===== config.mk =====
export PLATFORM = sky130hd
export DESIGN_NAME = pq_stream_adapter_flat
export DESIGN_NICKNAME = d
export VERILOG_FILES = /design/src/rtl/pq_pkg.sv /design/src/rtl/pq_stream_adapter_if.sv /design/src/rtl/pq_stream_adapter.sv /design/src/flat_wrapper.sv
export SDC_FILE = /design/constraint.sdc
export NUM_CORES = 1
export LEC_CHECK = 0
export CAP_MARGIN = 10
export CORE_MARGIN = 1.5
export CORE_UTILIZATION = 60
export CTS_BUF_LIST = sky130_fd_sc_hd__clkbuf_8
export CTS_CLUSTER_SIZE = 30
export DETAILED_ROUTE_END_ITERATION = 10
export PLACE_DENSITY = 0.86
export SYNTH_ARGS = -nofsm -noshare
export SYNTH_HDL_FRONTEND = slang
export SYNTH_SLANG_ARGS = --single-unit

===== constraint.sdc =====
create_clock -name clk -period 4.8 [get_ports clk]
set_input_delay 0.96 -clock clk [delete_from_list [all_inputs] [get_ports clk]]
set_output_delay 0.96 -clock clk [all_outputs]
set_load 0.02 [all_outputs]

===== src/rtl/pq_pkg.sv =====
`default_nettype none
// ----------------------------------------------------------------------------
// pq_pkg
// Key-value type and sentinel constants shared with the priority queue.
// Rev 1.0
// ----------------------------------------------------------------------------
package pq_pkg;
  localparam int KEY_W = 8;
  localparam int VAL_W = 8;

  typedef struct packed {
    logic [KEY_W-1:0] key;
    logic [VAL_W-1:0] val;
  } kv_t;

  localparam logic [KEY_W-1:0] KEYINF = {KEY_W{1'b1}};
  localparam logic [VAL_W-1:0] VAL0   = {VAL_W{1'b0}};
endpackage
`default_nettype wire


===== src/rtl/pq_stream_adapter_if.sv =====
`default_nettype none
// ----------------------------------------------------------------------------
// pq_stream_adapter_if
// Command stream, result stream and priority-queue side of the adapter.
// Rev 1.0
// ----------------------------------------------------------------------------
interface pq_stream_adapter_if;
  import pq_pkg::*;

  logic        s_valid;
  logic        s_ready;
  logic [1:0]  s_op;
  kv_t         s_kv;
  logic        m_valid;
  logic        m_ready;
  kv_t         m_kv;
  logic        m_err;
  logic        pq_enq;
  logic        pq_deq;
  kv_t         pq_kvi;
  kv_t         pq_kvo;
  logic        pq_full;
  logic        pq_empty;
  logic        pq_busy;
  logic [15:0] drop_cnt;

  modport slave (
    input  s_valid, s_op, s_kv, m_ready, pq_kvo, pq_full, pq_empty, pq_busy,
    output s_ready, m_valid, m_kv, m_err, pq_enq, pq_deq, pq_kvi, drop_cnt
  );

  modport master (
    output s_valid, s_op, s_kv, m_ready, pq_kvo, pq_full, pq_empty, pq_busy,
    input  s_ready, m_valid, m_kv, m_err, pq_enq, pq_deq, pq_kvi, drop_cnt
  );
endinterface
`default_nettype wire


===== src/rtl/pq_stream_adapter.sv =====
`default_nettype none
// ----------------------------------------------------------------------------
// pq_stream_adapter
// Serialises a valid/ready command stream onto a priority queue, returning results.
// Rev 1.0
// ----------------------------------------------------------------------------
module pq_stream_adapter
  import pq_pkg::*;
#(
  parameter int CMD_DEPTH = 4,
  parameter int RES_DEPTH = 4
) (
  input  logic               clk,
  input  logic               rst,
  pq_stream_adapter_if.slave bus
);

  localparam int c_caw = $clog2(CMD_DEPTH);
  localparam int c_raw = $clog2(RES_DEPTH);

  localparam logic [c_caw:0]   c_cmd_full    = (c_caw+1)'(CMD_DEPTH);
  localparam logic [c_raw:0]   c_res_full    = (c_raw+1)'(RES_DEPTH);
  localparam logic [c_caw-1:0] c_cmd_ptr_one = c_caw'(1);
  localparam logic [c_raw-1:0] c_res_ptr_one = c_raw'(1);
  localparam logic [c_caw:0]   c_cmd_cnt_one = (c_caw+1)'(1);
  localparam logic [c_raw:0]   c_res_cnt_one = (c_raw+1)'(1);

  localparam logic [1:0] c_op_enq = 2'b01;
  localparam logic [1:0] c_op_deq = 2'b10;
  localparam logic [1:0] c_op_rep = 2'b11;

  typedef struct packed {
    logic [1:0] op;
    kv_t        kv;
  } cmd_t;

  typedef struct packed {
    logic err;
    kv_t  kv;
  } res_t;

  typedef enum logic [0:0] {
    ST_IDLE = 1'b0,
    ST_WAIT = 1'b1
  } state_t;

  state_t         r_state;
  state_t         w_state_nxt;

  cmd_t           r_cmd_mem [CMD_DEPTH];
  logic [c_caw-1:0] r_cmd_wr;
  logic [c_caw-1:0] r_cmd_rd;
  logic [c_caw:0]   r_cmd_cnt;

  res_t           r_res_mem [RES_DEPTH];
  logic [c_raw-1:0] r_res_wr;
  logic [c_raw-1:0] r_res_rd;
  logic [c_raw:0]   r_res_cnt;

  logic [15:0]    r_drop_cnt;

  cmd_t           w_cmd_in;
  cmd_t           w_head;
  res_t           w_res_head;
  res_t           w_res_data;
  logic           w_cmd_full;
  logic           w_cmd_push;
  logic           w_res_space;
  logic           w_res_valid;
  logic           w_res_pop;
  logic           w_needs_res;
  logic           w_issue;
  logic           w_enq;
  logic           w_deq;
  logic           w_res_push;
  logic           w_drop;

  assign w_cmd_in    = {bus.s_op, bus.s_kv};
  assign w_head      = r_cmd_mem[r_cmd_rd];
  assign w_res_head  = r_res_mem[r_res_rd];
  assign w_cmd_full  = (r_cmd_cnt == c_cmd_full);
  assign w_cmd_push  = bus.s_valid && !w_cmd_full;
  assign w_res_space = (r_res_cnt != c_res_full);
  assign w_res_valid = (r_res_cnt != '0);
  assign w_res_pop   = w_res_valid && bus.m_ready;
  assign w_needs_res = (w_head.op == c_op_deq) || (w_head.op == c_op_rep);

  // Result space is judged without the same-cycle pop so an issue never races a full FIFO.
  assign w_issue = !rst && (r_state == ST_IDLE) && (r_cmd_cnt != '0) &&
                   !bus.pq_busy && (!w_needs_res || w_res_space);

  always_comb begin
    w_enq            = 1'b0;
    w_deq            = 1'b0;
    w_res_push       = 1'b0;
    w_drop           = 1'b0;
    w_res_data.err   = 1'b0;
    w_res_data.kv    = bus.pq_kvo;
    w_state_nxt      = r_state;

    if (w_issue) begin
      case (w_head.op)
        c_op_enq: begin
          if (bus.pq_full) w_drop = 1'b1;
          else             w_enq  = 1'b1;
        end
        c_op_deq, c_op_rep: begin
          w_res_push = 1'b1;
          w_enq      = (w_head.op == c_op_rep);
          if (bus.pq_empty) begin
            w_res_data.err    = 1'b1;
            w_res_data.kv.key = KEYINF;
            w_res_data.kv.val = VAL0;
          end else begin
            w_deq = 1'b1;
          end
        end
        default: ;
      endcase
    end

    case (r_state)
      ST_IDLE: if (w_enq || w_deq) w_state_nxt = ST_WAIT;
      ST_WAIT: if (!bus.pq_busy)   w_state_nxt = ST_IDLE;
      default: w_state_nxt = ST_IDLE;
    endcase
  end

  always_ff @(posedge clk) begin
    if (rst) r_state <= ST_IDLE;
    else     r_state <= w_state_nxt;
  end

  always_ff @(posedge clk) begin
    if (rst) begin
      r_cmd_wr  <= '0;
      r_cmd_rd  <= '0;
      r_cmd_cnt <= '0;
    end else begin
      if (w_cmd_push) r_cmd_wr <= r_cmd_wr + c_cmd_ptr_one;
      if (w_issue)    r_cmd_rd <= r_cmd_rd + c_cmd_ptr_one;
      if (w_cmd_push && !w_issue)      r_cmd_cnt <= r_cmd_cnt + c_cmd_cnt_one;
      else if (!w_cmd_push && w_issue) r_cmd_cnt <= r_cmd_cnt - c_cmd_cnt_one;
    end
  end

  always_ff @(posedge clk) begin
    if (w_cmd_push) r_cmd_mem[r_cmd_wr] <= w_cmd_in;
  end

  always_ff @(posedge clk) begin
    if (rst) begin
      r_res_wr  <= '0;
      r_res_rd  <= '0;
      r_res_cnt <= '0;
    end else begin
      if (w_res_push) r_res_wr <= r_res_wr + c_res_ptr_one;
      if (w_res_pop)  r_res_rd <= r_res_rd + c_res_ptr_one;
      if (w_res_push && !w_res_pop)      r_res_cnt <= r_res_cnt + c_res_cnt_one;
      else if (!w_res_push && w_res_pop) r_res_cnt <= r_res_cnt - c_res_cnt_one;
    end
  end

  always_ff @(posedge clk) begin
    if (w_res_push) r_res_mem[r_res_wr] <= w_res_data;
  end

  always_ff @(posedge clk) begin
    if (rst)                                r_drop_cnt <= '0;
    else if (w_drop && r_drop_cnt != '1)    r_drop_cnt <= r_drop_cnt + 16'd1;
  end

  assign bus.s_ready  = !w_cmd_full;
  assign bus.m_valid  = w_res_valid;
  assign bus.m_kv     = w_res_head.kv;
  assign bus.m_err    = w_res_valid && w_res_head.err;
  assign bus.pq_enq   = w_enq;
  assign bus.pq_deq   = w_deq;
  assign bus.pq_kvi   = w_head.kv;
  assign bus.drop_cnt = r_drop_cnt;

endmodule
`default_nettype wire


===== src/flat_wrapper.sv =====
// flat-port wrapper written by rule: the top's interface ports become plain ports
module pq_stream_adapter_flat import pq_pkg::*;
#(
  parameter int CMD_DEPTH = 4,
  parameter int RES_DEPTH = 4
)
  (clk, rst, bus_s_valid, bus_s_op, bus_s_kv, bus_m_ready, bus_pq_kvo, bus_pq_full, bus_pq_empty, bus_pq_busy, bus_s_ready, bus_m_valid, bus_m_kv, bus_m_err, bus_pq_enq, bus_pq_deq, bus_pq_kvi, bus_drop_cnt);
  pq_stream_adapter_if bus_i ();
  input  logic clk;
  input  logic rst;
  input wire logic [$bits(bus_i.s_valid)-1:0] bus_s_valid;
  input wire logic [$bits(bus_i.s_op)-1:0] bus_s_op;
  input wire logic [$bits(bus_i.s_kv)-1:0] bus_s_kv;
  input wire logic [$bits(bus_i.m_ready)-1:0] bus_m_ready;
  input wire logic [$bits(bus_i.pq_kvo)-1:0] bus_pq_kvo;
  input wire logic [$bits(bus_i.pq_full)-1:0] bus_pq_full;
  input wire logic [$bits(bus_i.pq_empty)-1:0] bus_pq_empty;
  input wire logic [$bits(bus_i.pq_busy)-1:0] bus_pq_busy;
  output wire logic [$bits(bus_i.s_ready)-1:0] bus_s_ready;
  output wire logic [$bits(bus_i.m_valid)-1:0] bus_m_valid;
  output wire logic [$bits(bus_i.m_kv)-1:0] bus_m_kv;
  output wire logic [$bits(bus_i.m_err)-1:0] bus_m_err;
  output wire logic [$bits(bus_i.pq_enq)-1:0] bus_pq_enq;
  output wire logic [$bits(bus_i.pq_deq)-1:0] bus_pq_deq;
  output wire logic [$bits(bus_i.pq_kvi)-1:0] bus_pq_kvi;
  output wire logic [$bits(bus_i.drop_cnt)-1:0] bus_drop_cnt;
  assign bus_i.s_valid = bus_s_valid;
  assign bus_i.s_op = bus_s_op;
  assign bus_i.s_kv = bus_s_kv;
  assign bus_i.m_ready = bus_m_ready;
  assign bus_i.pq_kvo = bus_pq_kvo;
  assign bus_i.pq_full = bus_pq_full;
  assign bus_i.pq_empty = bus_pq_empty;
  assign bus_i.pq_busy = bus_pq_busy;
  assign bus_s_ready = bus_i.s_ready;
  assign bus_m_valid = bus_i.m_valid;
  assign bus_m_kv = bus_i.m_kv;
  assign bus_m_err = bus_i.m_err;
  assign bus_pq_enq = bus_i.pq_enq;
  assign bus_pq_deq = bus_i.pq_deq;
  assign bus_pq_kvi = bus_i.pq_kvi;
  assign bus_drop_cnt = bus_i.drop_cnt;
  pq_stream_adapter #(.CMD_DEPTH(CMD_DEPTH), .RES_DEPTH(RES_DEPTH)) u_core (.clk(clk), .rst(rst), .bus(bus_i));
endmodule

==> impl_metrics.py <==
metrics = {
    "status": {
        "outcome": "finished, final reports clean",
    },
    "global_route": {
        "grt_pass1_wl_um": 20400,
        "grt_max_degree": 36,
        "grt_pass1_vias": 4031,
        "grt-ovfl-total": 0,
        "antenna_found_initial": 0,
        "groute.usage.overall_pct": 22.0,
    },
    "clock_tree": {
        "clock_sinks": 175,
        "cts_resized": 0,
        "cts_max_path_buffers": 2,
        "postCtsSetupBuffers": 0,
        "ctsHoldBuffers": 0,
        "cts_root_buf": "clkbuf_8",
        "clk_latency_ps": 450,
        "cts_buffers": 17,
        "clkTransAtPathRegs_ps": 80,
        "cts_tree": "done",
        "cts_max_level": 4,
    },
    "placed_design": {
        "gp_congestion": 0.736,
        "dp.cells": 629,
        "pre_cts_ws_ps": 800,
        "dpl.hpwl_um": 8320,
        "port-buffer-count": 93,
    },
    "layout": {
        "n_fill_cell": 711,
        "stdcell_count": 661,
        "utilization_pct": 74.0,
        "final_common_cell": "edfxtp_1",
        "layout_common_cells": "140 x edfxtp_1, 93 x clkdlybuf4s50_1, 35 x dfxtp_1",
        "antenna_cells": 0,
        "drive_gt1_share_pct": 14.7,
        "area_growth_pct": 20.5,
        "layout.nets": 559,
    },
    "synthesis": {
        "ys_types": 44,
        "synth_cells": 404,
        "async_flop_share_pct": 0,
        "yosysWarnings": 0,
        "ys_seq_elements": 175,
        "yosys.area.top_type_share_pct": 60.2,
        "synth_largest_area_cell": "edfxtp_1",
        "synthesis.area_um2": 6980,
        "syn_nets": 458,
        "yosysSeqAreaShare_pct": 70.3,
        "avgSynthCellArea_um2": 17.3,
        "synth-edff-count": 140,
        "yosys_most_used_dff": "edfxtp_1",
        "synthTopCellsByArea": "edfxtp_1 60%, mux4_2 10%, dfxtp_1 10%, ha_1 2.0%, and2_1 1.3%",
    },
    "drt": {
        "firstDrtPassIters": 4,
        "wl_met2_um": 6640,
        "top_layer": "met4",
        "wl_met3_um": 641,
        "ant_nets": 0,
        "finalWirelength_um": 12600,
        "drc_errors": 0,
        "drt-met1-wl_um": 5170,
        "via_count": 3810,
        "vias_per_cell": 5.76,
        "drt_iter0_drc": 219,
        "drt-wirelength-per-cell_um": 19.0,
    },
    "die": {
        "ioPinCount": 94,
        "core_area_um2": 11400,
        "rows": 39,
        "die-area_um2": 12300,
        "initial_core_util_pct": 61.4,
        "die_h_um": 111,
        "dieWidth_um": 111,
    },
    "power_and_ir_drop": {
        "p_leak_uw": 0.00274,
        "pwr_density_cell_nw_per_um2": 451,
        "ir_drop_mv": 0.328,
    },
    "timing": {
        "finalCritPeriodShare_pct": 82.9,
        "fmax_mhz": 251,
        "clock_skew_ps": 12.0,
        "maxSlewHeadroom_pct": 34.3,
        "worst_slack_ps": 821,
        "rsz0062_at_grt": "false",
        "worst_pin_slew_ps": 985,
        "tns_ps": 0,
        "slew_viol_final": 0,
        "setup_viol": 0,
        "finalHoldViolCount": 0,
        "min_period_ps": 3980,
    },
    "setup_path": {
        "startpoint_type": "primary input",
        "crit_path_end_kind": "output port",
        "cp.arrival_ps": 3020,
        "rrSetupSlack_ps": 2060,
        "cp_data_required_time_ps": 3840,
        "path_class": "in2out",
        "path_max_fanout": 10,
    },
    "worst_hold_path": {
        "min-delay-path-class": "reg2reg",
    },
    "flow_run": {
        "cap_violations": 0,
    },
}
==> final timing paths <==
check | startpoint | endpoint | cells after the start
min | u_core.bus.drop_cnt[4] | u_core.bus.drop_cnt[4] | 1
max reg2reg | flop | u_core.r_res_cnt[2] | 9
max | rst | bus_pq_deq | 5
min reg2reg | u_core.bus.drop_cnt[4] | u_core.bus.drop_cnt[4] | 1
==> through the flow <==
step                      total power (uW)  instance area [um2]  hold slack [ps]
after floorplan                       2520                 6980              467
after global placement                2880                 8050              476
after detailed placement              2920                 8050              489
after CTS                             3820                 8410              510
after global routing                  3970                 8410              528
final                                 3790                 8410              502
==> registers in the layout (all words and copies together) (netlist names), 2 cells and up, named ones only <==
register             count
u_core.bus.drop_cnt     16
u_core.r_cmd_cnt         3
u_core.r_cmd_mem        72
u_core.r_cmd_rd          2
u_core.r_cmd_wr          2
u_core.r_res_cnt         3
u_core.r_res_mem        68
u_core.r_res_rd          2
u_core.r_res_wr          2
==> metal layers <==
metal  GRT usage (%)  vias up
li1                -     1764
met3            6.34       12
met5               0        -
met1            27.4     1923
met2            37.8      111
met4            6.15        0
==> critical path, cell delays in order <==
cell	delay, ps
clkdlybuf4s50_1	440
nor3_2	300
and4_1	430
nor2b_1	250
clkdlybuf4s50_1	640
==> power by group <==
| part | internal, uW | total [uW] | leakage [uW] | switching, uW |
|---|---|---|---|---|
| clock | 405 | 914 | 0.000164 | 509 |
| combinational | 495 | 998 | 0.00102 | 502 |
| sequential | 1790 | 1880 | 0.00156 | 88.8 |
| total | 2690 | 3790 | 0.00274 | 1100 |
==> synth_stat cells, types with 9 or more instances <==
cell type / number
a21oi_1: 10
and2_1: 15
clkbuf_1: 9
dfxtp_1: 35
edfxtp_1: 140
ha_1: 11
inv_1: 9
mux4_2: 32
nand2_1: 14
nand2b_1: 10
nor2_1: 25
xor2_1: 9
==> layout make-up <==
cell class / instances / area (um2) / area share, %
inverter: 9 / 33.8 / 0.402
multi-input combinational: 205 / 1980 / 23.5
tap: 143 / 179 / 2.13
clock buffer: 17 / 234 / 2.78
timing repair buffer: 97 / 961 / 11.4
clock inverter: 15 / 124 / 1.47
sequential: 175 / 4900 / 58.3
==> kinds of logic (layout without fill, tap and decap cells) <==
| family | after synthesis | count (layout) | share of synthesized area (%) |
|---|---|---|---|
| and+or+nand+nor | 110 | 110 | 8.76 |
| buffers and inverters | 24 | 138 | 1.45 |
| DFF | 175 | 175 | 70.3 |
| AOI/OAI and AO/OA | 24 | 24 | 2.38 |
| muxes | 44 | 44 | 12.8 |
| adders and majority gates | 13 | 13 | 2.54 |
| xor gates and xnor gates | 14 | 14 | 1.76 |
Note: power is estimated with default switching activity, not from simulation.
